--- config.mk ---
export PLATFORM = sky130hd
export DESIGN_NAME = exmem_cc_stage
export DESIGN_NICKNAME = d
export VERILOG_FILES = /design/src/rtl/exmem_cc_stage.sv
export SDC_FILE = /design/constraint.sdc
export NUM_CORES = 1
export LEC_CHECK = 0
export BUFFER_PORTS_ARGS = -buffer_cell sky130_fd_sc_hd__buf_4
export CAP_MARGIN = 20
export CORE_AREA = 5 5 117 119
export CTS_BUF_LIST = sky130_fd_sc_hd__clkbuf_4 sky130_fd_sc_hd__clkbuf_8 sky130_fd_sc_hd__clkbuf_16
export DETAILED_ROUTE_END_ITERATION = 12
export DIE_AREA = 0 0 122 124
export PLACE_DENSITY = 0.8
export SLEW_MARGIN = 5
export SYNTH_ARGS = -nofsm -noshare
export SYNTH_HDL_FRONTEND = slang
export SYNTH_SLANG_ARGS = --single-unit
--- constraint.sdc ---
create_clock -name clk -period 3.98 [get_ports clk]
set_input_delay 0.796 -clock clk [delete_from_list [all_inputs] [get_ports clk]]
set_output_delay 0.796 -clock clk [all_outputs]
set_load 0.1 [all_outputs]
--- src/rtl/exmem_cc_stage.sv ---
// Execute-stage back end for the Y86-64 pipeline. It holds the condition-code register and the
// E->M pipeline register.
//
// Ports:
//   clk, rst                 rising-edge clock, synchronous active-high reset
//   e_*                      instruction currently in E (icode/ifun/stat/valE/valA/dstE/dstM)
//   alu_zf/sf/of             flags produced by the ALU for the op in E
//   m_stat, W_stat           status of the older instructions in M and W
//   M_stall, M_bubble        pipeline-control hold / nop-inject for the E->M register
//   cc_zf/sf/of              registered condition codes
//   e_cnd                    condition result for e_ifun against the stored CC (combinational)
//   e_dstE_eff               e_dstE, or REG_NONE for a cmov whose condition failed
//   M_*                      registered E->M pipeline contents
module exmem_cc_stage #(
  parameter int unsigned WIDTH     = 64,
  parameter logic [3:0]  REG_NONE  = 4'hF,
  parameter logic [3:0]  ICODE_NOP = 4'h1
) (
  input  logic             clk,
  input  logic             rst,
  input  logic [3:0]       e_icode,
  input  logic [3:0]       e_ifun,
  input  logic [1:0]       e_stat,
  input  logic [WIDTH-1:0] e_valE,
  input  logic [WIDTH-1:0] e_valA,
  input  logic [3:0]       e_dstE,
  input  logic [3:0]       e_dstM,
  input  logic             alu_zf,
  input  logic             alu_sf,
  input  logic             alu_of,
  input  logic [1:0]       m_stat,
  input  logic [1:0]       W_stat,
  input  logic             M_stall,
  input  logic             M_bubble,
  output logic             cc_zf,
  output logic             cc_sf,
  output logic             cc_of,
  output logic             e_cnd,
  output logic [3:0]       e_dstE_eff,
  output logic [3:0]       M_icode,
  output logic [3:0]       M_ifun,
  output logic [3:0]       M_dstE,
  output logic [3:0]       M_dstM,
  output logic [1:0]       M_stat,
  output logic             M_cnd,
  output logic [WIDTH-1:0] M_valE,
  output logic [WIDTH-1:0] M_valA
);

  localparam logic [3:0] IcodeCmov = 4'h2;
  localparam logic [3:0] IcodeOpq  = 4'h6;
  localparam logic [1:0] StatAok   = 2'd0;

  logic cc_zf_q, cc_sf_q, cc_of_q;
  logic cc_we;

  logic [3:0]       m_icode_q, m_ifun_q, m_dste_q, m_dstm_q;
  logic [1:0]       m_stat_q;
  logic             m_cnd_q;
  logic [WIDTH-1:0] m_vale_q, m_vala_q;

  // An OPq writes the CC only when nothing older has faulted, so a younger OPq cannot change
  // the CC behind an exception.
  assign cc_we = (e_icode == IcodeOpq) && (e_stat == StatAok) &&
                 (m_stat == StatAok) && (W_stat == StatAok);

  always_ff @(posedge clk) begin
    if (rst) begin
      cc_zf_q <= 1'b1;
      cc_sf_q <= 1'b0;
      cc_of_q <= 1'b0;
    end else if (cc_we) begin
      cc_zf_q <= alu_zf;
      cc_sf_q <= alu_sf;
      cc_of_q <= alu_of;
    end
  end

  always_comb begin
    e_cnd = 1'b0;
    unique case (e_ifun)
      4'd0:    e_cnd = 1'b1;
      4'd1:    e_cnd = (cc_sf_q ^ cc_of_q) | cc_zf_q;
      4'd2:    e_cnd = cc_sf_q ^ cc_of_q;
      4'd3:    e_cnd = cc_zf_q;
      4'd4:    e_cnd = ~cc_zf_q;
      4'd5:    e_cnd = ~(cc_sf_q ^ cc_of_q);
      4'd6:    e_cnd = ~(cc_sf_q ^ cc_of_q) & ~cc_zf_q;
      default: e_cnd = 1'b0;
    endcase
  end

  assign e_dstE_eff = ((e_icode == IcodeCmov) && !e_cnd) ? REG_NONE : e_dstE;

  // Priority: reset > bubble > stall > load. The bubble value equals the reset value.
  always_ff @(posedge clk) begin
    if (rst || M_bubble) begin
      m_icode_q <= ICODE_NOP;
      m_ifun_q  <= 4'h0;
      m_stat_q  <= StatAok;
      m_cnd_q   <= 1'b0;
      m_vale_q  <= '0;
      m_vala_q  <= '0;
      m_dste_q  <= REG_NONE;
      m_dstm_q  <= REG_NONE;
    end else if (!M_stall) begin
      m_icode_q <= e_icode;
      m_ifun_q  <= e_ifun;
      m_stat_q  <= e_stat;
      m_cnd_q   <= e_cnd;
      m_vale_q  <= e_valE;
      m_vala_q  <= e_valA;
      m_dste_q  <= e_dstE_eff;
      m_dstm_q  <= e_dstM;
    end
  end

  assign cc_zf   = cc_zf_q;
  assign cc_sf   = cc_sf_q;
  assign cc_of   = cc_of_q;
  assign M_icode = m_icode_q;
  assign M_ifun  = m_ifun_q;
  assign M_dstE  = m_dste_q;
  assign M_dstM  = m_dstm_q;
  assign M_stat  = m_stat_q;
  assign M_cnd   = m_cnd_q;
  assign M_valE  = m_vale_q;
  assign M_valA  = m_vala_q;

endmodule

==> results of run 1 <==
-- critical path, cell delays in order --
cell      delay (ns)
buf_4           0.13
nor2b_1         0.14
o211a_1         0.29
o31ai_4         0.41
nand2b_1        0.11
buf_4           0.25
-- worst max path at each step --
| stage | from | end | slack, ns | cells after the start |
|---|---|---|---|---|
| after detailed placement | e_ifun[0] | e_dstE_eff[0] | 1.07 | 6 |
| after floorplan | cc_zf$_SDFFE_PP1P_ | e_cnd | 0.58 | 3 |
| after global placement | e_ifun[0] | e_dstE_eff[0] | 1.09 | 6 |
| after CTS | e_ifun[0] | e_dstE_eff[0] | 1.06 | 6 |
| after global routing | e_ifun[0] | e_dstE_eff[0] | 0.97 | 6 |
| final | e_ifun[0] | e_dstE_eff[3] | 1.05 | 6 |
-- Yosys cell counts (all sizes together) --
library cell  number  area, um^2
inv                2        7.51
nand2b             4        25.0
nor3b              5        37.5
or4                1        7.51
mux2i            145        1450
o31ai              2        33.8
nand4              1        6.26
nor4b              1        8.76
buf               21         126
a21oi              6        33.8
or2                1        6.26
nor2             142         533
a21o               1        7.51
nor2b              2        12.5
a211o              1        8.76
nor4               1        6.26
o211a              1        10.0
clkbuf            12        55.1
nand2              6        22.5
nor3               5        25.0
xnor2              1        8.76
dfxtp            150        3000
-- cell type report --
| cell class | instances | area (um^2) |
|---|---|---|
| clock buffers | 18 | 433 |
| clock inverters | 13 | 183 |
| fillers | 972 | 3970 |
| inverters | 2 | 7.51 |
| multi-input cells | 326 | 2250 |
| flip-flops and latches | 150 | 3000 |
| well taps | 172 | 215 |
| repair buffers | 315 | 2400 |
-- power by group through the flow --
stage / registers [mW] / logic, mW / clock network, mW
4_1_cts: 1.58 / 0.779 / 1.69
5_1_grt: 1.58 / 0.814 / 1.75
6_report: 1.58 / 0.778 / 1.66
3_5_place_dp: 1.61 / 0.777 / 0
2_1_floorplan: 1.96 / 0.192 / 0
3_3_place_gp: 1.61 / 0.767 / 0
-- layer usage --
metal / vias up / track usage (%)
li1: 2320 / -
met1: 2228 / 20.5
met2: 225 / 39.6
met3: 32 / 11.4
met4: 0 / 7.56
met5: - / 0
-- stage by stage --
stage / setup WS (ns) / utilization (%)
detailed placement: 1.07 / 63.0
global route: 0.969 / 68.2
floorplan: 0.575 / -
finish: 1.05 / 68.2
global placement: 1.09 / 63.0
CTS: 1.06 / 67.9
-- registers in the layout, summed over array words and instances (netlist names) --
signal / count
M_cnd: 1
M_dstE: 4
M_dstM: 4
M_icode: 4
M_ifun: 4
M_stat: 2
M_valA: 64
M_valE: 64
cc_of: 1
cc_sf: 1
cc_zf: 1
-- kinds of logic after synthesis --
kind of cell | count (synthesis) | share of synthesized area (%)
xor gates and xnor gates | 1 | 0.161
AOI/OAI and AO/OA | 11 | 1.73
buffers and inverters | 35 | 3.48
muxes | 145 | 26.7
DFF | 150 | 55.2
and+or+nand+nor | 169 | 12.7
==> flow_metrics.env, run 1 <==
export IMPL_grt_max_degree=112
export IMPL_start_util_pct=43.6
export IMPL_clk_pin_slew_ns=0.06
export IMPL_fin_nets=969
export IMPL_wl_per_cell_um=17.1
export IMPL_reg2reg_from="cc_of$_SDFFE_PP0P_"
export IMPL_hold_end="M_dstM[3]$_SDFFE_PP1N_"
export IMPL_fin_crit_sh_pct=73.6
export IMPL_leakage_nw=4.25
export IMPL_period_needed_ns=2.93
export IMPL_grt_pass1_wl_um=25100
export IMPL_p_seq_share_pct=39.3
export IMPL_rr_endpoint="M_cnd$_SDFFE_PP0N_"
export IMPL_synth_cell_types=28
export IMPL_drtAntennaViolNets=0
export IMPL_yosysWarnings=0
export IMPL_outcome="complete, no violations"
export IMPL_synth_seq_cells=150
export IMPL_min_path_type="reg2reg"
export IMPL_layout_commonest_cell="buf_4"
export IMPL_drc=0
export IMPL_wl_met2_um=8880
export IMPL_cts_htree_levels=4
export IMPL_worst_endpoint_arrival_ns=2.13
export IMPL_grt_ovfl_total=0
export IMPL_cts_hold_buf=0
export IMPL_comb_power_share_pct=19.4
export IMPL_p_per_area_nw_per_um2=472
export IMPL_final_max_slew_viol_count=0
export IMPL_area_growth_pct=56.3
export IMPL_crit_fanout=8
export IMPL_timing_slew_headroom_pct=42.9
export IMPL_drive_above_1_share_pct=42.6
export IMPL_ff2ff_path_depth=4
export IMPL_drv_cap=0
export IMPL_internal_power_mw=2.85
export IMPL_root_buffer="clkbuf_16"
export IMPL_first_iter_violations=262
export IMPL_setup_viol=0
export IMPL_hp_start="M_dstM[3]$_SDFFE_PP1N_"
export IMPL_grt_pass1_vias=4908
export IMPL_firstDrtPassIters=5
export IMPL_rsz0062_at_grt="no"
export IMPL_p_clk_share_pct=41.3
export IMPL_routed_wl_um=17000
export IMPL_syn_cell_area_um2=5440
export IMPL_antennaDiodeCount=0
export IMPL_reg2reg_slack_ns=2.42
export IMPL_critPathRequiredTime_ns=3.18
export IMPL_routed_top_layer="met4"
export IMPL_fmax_mhz=341
export IMPL_port_buffers=311
export IMPL_vdd_drop_max_v=0.000317
export IMPL_layout_common_cells="buf_4, dfxtp_1, mux2i_1, nor2_1, clkbuf_16"
export IMPL_layout_cells_non_filler=996
export IMPL_ys_seq_area_share_pct=55.2
export IMPL_gr_usage_all_layers_pct=21.6
export IMPL_placed_area_um2=7850
export IMPL_fin_skew_ns=0.00426
export IMPL_die_h_um=124
export IMPL_start_kind="input pin"
export IMPL_hpwl_um=12800
export IMPL_antenna_found_initial=0
export IMPL_holdPathStages=2
export IMPL_setup_tns_ns=0
export IMPL_power_mw=4.01
export IMPL_cts_resized=0
export IMPL_clock_latency_ns=0.41
export IMPL_met1_length_um=5630
export IMPL_vias=4805
export IMPL_rows=41
export IMPL_clock_sinks=150
export IMPL_cts_buffers=17
export IMPL_final_cell_area_um2=8500
export IMPL_fp_coreArea_um2=12500
export IMPL_die_w_um=122
export IMPL_die_area_um2=15100
export IMPL_post_drt_via_cell_ratio=4.82
export IMPL_met3_length_um=2110
export IMPL_place_gp_congestion=0.844
export IMPL_p_switching_mw=1.17
export IMPL_finalHoldViolations=0
export IMPL_holdWs_ns=0.484
export IMPL_switching_share_pct=29.1
export IMPL_critPathKind="in2out"
export IMPL_syn_nets=668
export IMPL_post_cts_setup_buffers=0
export IMPL_io_pin_count=312
export IMPL_avgSynthCellArea_um2=10.6
export IMPL_clockBufferDepth=2
export IMPL_dpl_cell_count=964
export IMPL_syn_inst=511
export IMPL_worst_pin_slew_ns=0.856
export IMPL_cts_tree="yes"
export IMPL_crit_path_end_kind="primary output"
Note: power is estimated with default switching activity, not from simulation.
==> run 2: changes to the inputs <==
--- a/config.mk
+++ b/config.mk
@@ -7,10 +7,10 @@
 export LEC_CHECK = 0
 export BUFFER_PORTS_ARGS = -buffer_cell sky130_fd_sc_hd__buf_4
 export CAP_MARGIN = 20
-export CORE_AREA = 5 5 117 119
+export CORE_MARGIN = 5
+export CORE_UTILIZATION = 44
 export CTS_BUF_LIST = sky130_fd_sc_hd__clkbuf_4 sky130_fd_sc_hd__clkbuf_8 sky130_fd_sc_hd__clkbuf_16
 export DETAILED_ROUTE_END_ITERATION = 12
-export DIE_AREA = 0 0 122 124
 export PLACE_DENSITY = 0.8
 export SLEW_MARGIN = 5
 export SYNTH_ARGS = -nofsm -noshare
==> constraint.sdc (replaced) <==
create_clock -name clk -period 2.7 [get_ports clk]
set_input_delay 0.54 -clock clk [delete_from_list [all_inputs] [get_ports clk]]
set_output_delay 0.54 -clock clk [all_outputs]
set_load 0.1 [all_outputs]
==> flow_metrics.env, run 2 (synthesis results as in run 1) <==
export IMPL_setup_viol=0
export IMPL_drc=0
export IMPL_crit_fanout=7
export IMPL_rows=40
export IMPL_drv_cap=0
export IMPL_grt_pass1_vias=4811
export IMPL_fin_nets=971
export IMPL_antennaDiodeCount=0
export IMPL_top_usage_layer="met2"
export IMPL_final_cell_area_um2=8460
export IMPL_first_iter_violations=193
export IMPL_cts_tree="yes"
export IMPL_grt_pass1_wl_um=24600
export IMPL_met2_usage_pct=37.2
export IMPL_critPathKind="reg2out"
export IMPL_wl_per_cell_um=16.3
export IMPL_critPathRequiredTime_ns=2.16
export IMPL_power_mw=5.68
export IMPL_min_path_type="in2reg"
export IMPL_fin_skew_ns=0.00224
export IMPL_layout_commonest_cell="buf_4"
export IMPL_finalHoldViolations=0
export IMPL_grt_max_degree=92
export IMPL_clk_pin_slew_ns=0.05
export IMPL_drtAntennaViolNets=0
export IMPL_clock_sinks=150
export IMPL_fin_crit_sh_pct=95.2
export IMPL_start_kind="register"
export IMPL_grtUsageMet3_pct=9.04
export IMPL_period_needed_ns=2.57
export IMPL_cts_buffers=17
export IMPL_antenna_found_initial=0
export IMPL_fmax_mhz=389
export IMPL_io_pin_count=312
export IMPL_die_area_um2=14700
export IMPL_grt_util_met1_pct=22.3
export IMPL_grt_ovfl_total=0
export IMPL_routed_wl_um=16100
export IMPL_gr_usage_all_layers_pct=21.5
export IMPL_root_buffer="clkbuf_16"
export IMPL_crit_path_end_kind="primary output"
export IMPL_layout_common_cells="buf_4, dfxtp_1, mux2i_1, nor2_1, clkbuf_16"
export IMPL_placed_area_um2=7890
export IMPL_vdd_drop_max_v=0.000380
export IMPL_start_util_pct=45.1
export IMPL_die_h_um=121
export IMPL_cts_htree_levels=4
export IMPL_place_gp_congestion=0.853
export IMPL_fp_coreArea_um2=12100
export IMPL_timing_slew_headroom_pct=34.0
export IMPL_firstDrtPassIters=4
export IMPL_p_per_area_nw_per_um2=671
export IMPL_rsz0062_at_grt="no"
export IMPL_port_buffers=311
export IMPL_hp_start="rst"
export IMPL_drive_above_1_share_pct=42.6
export IMPL_post_drt_via_cell_ratio=4.73
export IMPL_critPathLaunch="cc_zf$_SDFFE_PP1P_"
export IMPL_holdWs_ns=0.344
export IMPL_hpwl_um=12400
export IMPL_clock_latency_ns=0.40
export IMPL_vias=4688
export IMPL_reg2reg_from="cc_zf$_SDFFE_PP1P_"
export IMPL_outcome="complete, no violations"
export IMPL_die_w_um=121
export IMPL_worst_pin_slew_ns=0.990
export IMPL_clockBufferDepth=2
export IMPL_worst_endpoint_arrival_ns=2.03
export IMPL_area_growth_pct=55.7
export IMPL_cts_resized=0
export IMPL_leakage_nw=4.25
export IMPL_final_max_slew_viol_count=0
==> run 2: report_power, final <==
part	switching [mW]	total (mW)	internal [mW]
Combinational	0.781	1.14	0.362
Sequential	0.0384	2.33	2.29
Clock	0.814	2.21	1.40
==> run 2: layout make-up <==
class / count / area [um^2]
Clock inverter: 4 / 45.0
Fill cell: 888 / 3600
Timing Repair Buffer: 317 / 2420
Sequential cell: 150 / 3000
Multi-Input combinational cell: 326 / 2260
Inverter: 2 / 7.51
Clock buffer: 25 / 517
Tap cell: 168 / 210
==> run 2: path summary, 6_finish.rpt <==
| kind | endpoint | slack (ns) | cells past startpoint |
|---|---|---|---|
| setup / recovery | e_dstE_eff[1] | 0.13 | 6 |
| hold / removal | cc_sf$_SDFFE_PP0P_ | 0.34 | 2 |
| setup reg to reg | M_dstE[3]$_SDFFE_PP1N_ | 1.06 | 6 |
| hold reg to reg | M_cnd$_SDFFE_PP0N_ | 0.46 | 2 |
==> run 2: repair_timing <==
action	4_1_cts	5_1_grt
buffers inserted	0	2
setup endpoints to repair	0	2
hold buffers	0	0
==> run 2: per-layer routing <==
layer  routed length (um)  share of wire [%]
met2                 8240                 51
met4                  516                3.2
met1                 5710                 35
met5                    0                  0
met3                 1650                 10
==> run 2: critical path, stage by stage (launching register included) <==
cell	delay (ns)
dfxtp_1	0.42
nor2b_1	0.10
o211a_1	0.32
o31ai_4	0.28
buf_4	0.20
nand2b_1	0.07
buf_4	0.23
==> run 2: metrics by stage <==
step / cells / util, % / worst slack, ns / setup TNS (ns)
floorplan: 511 / - / -0.226 / -0.946
global placement: 961 / 65.4 / 0.275 / 0
detailed placement: 961 / 65.4 / 0.223 / 0
CTS: 990 / 70.1 / 0.115 / 0
global route: 992 / 70.2 / 0.0598 / 0
finish: 992 / 70.2 / 0.130 / 0
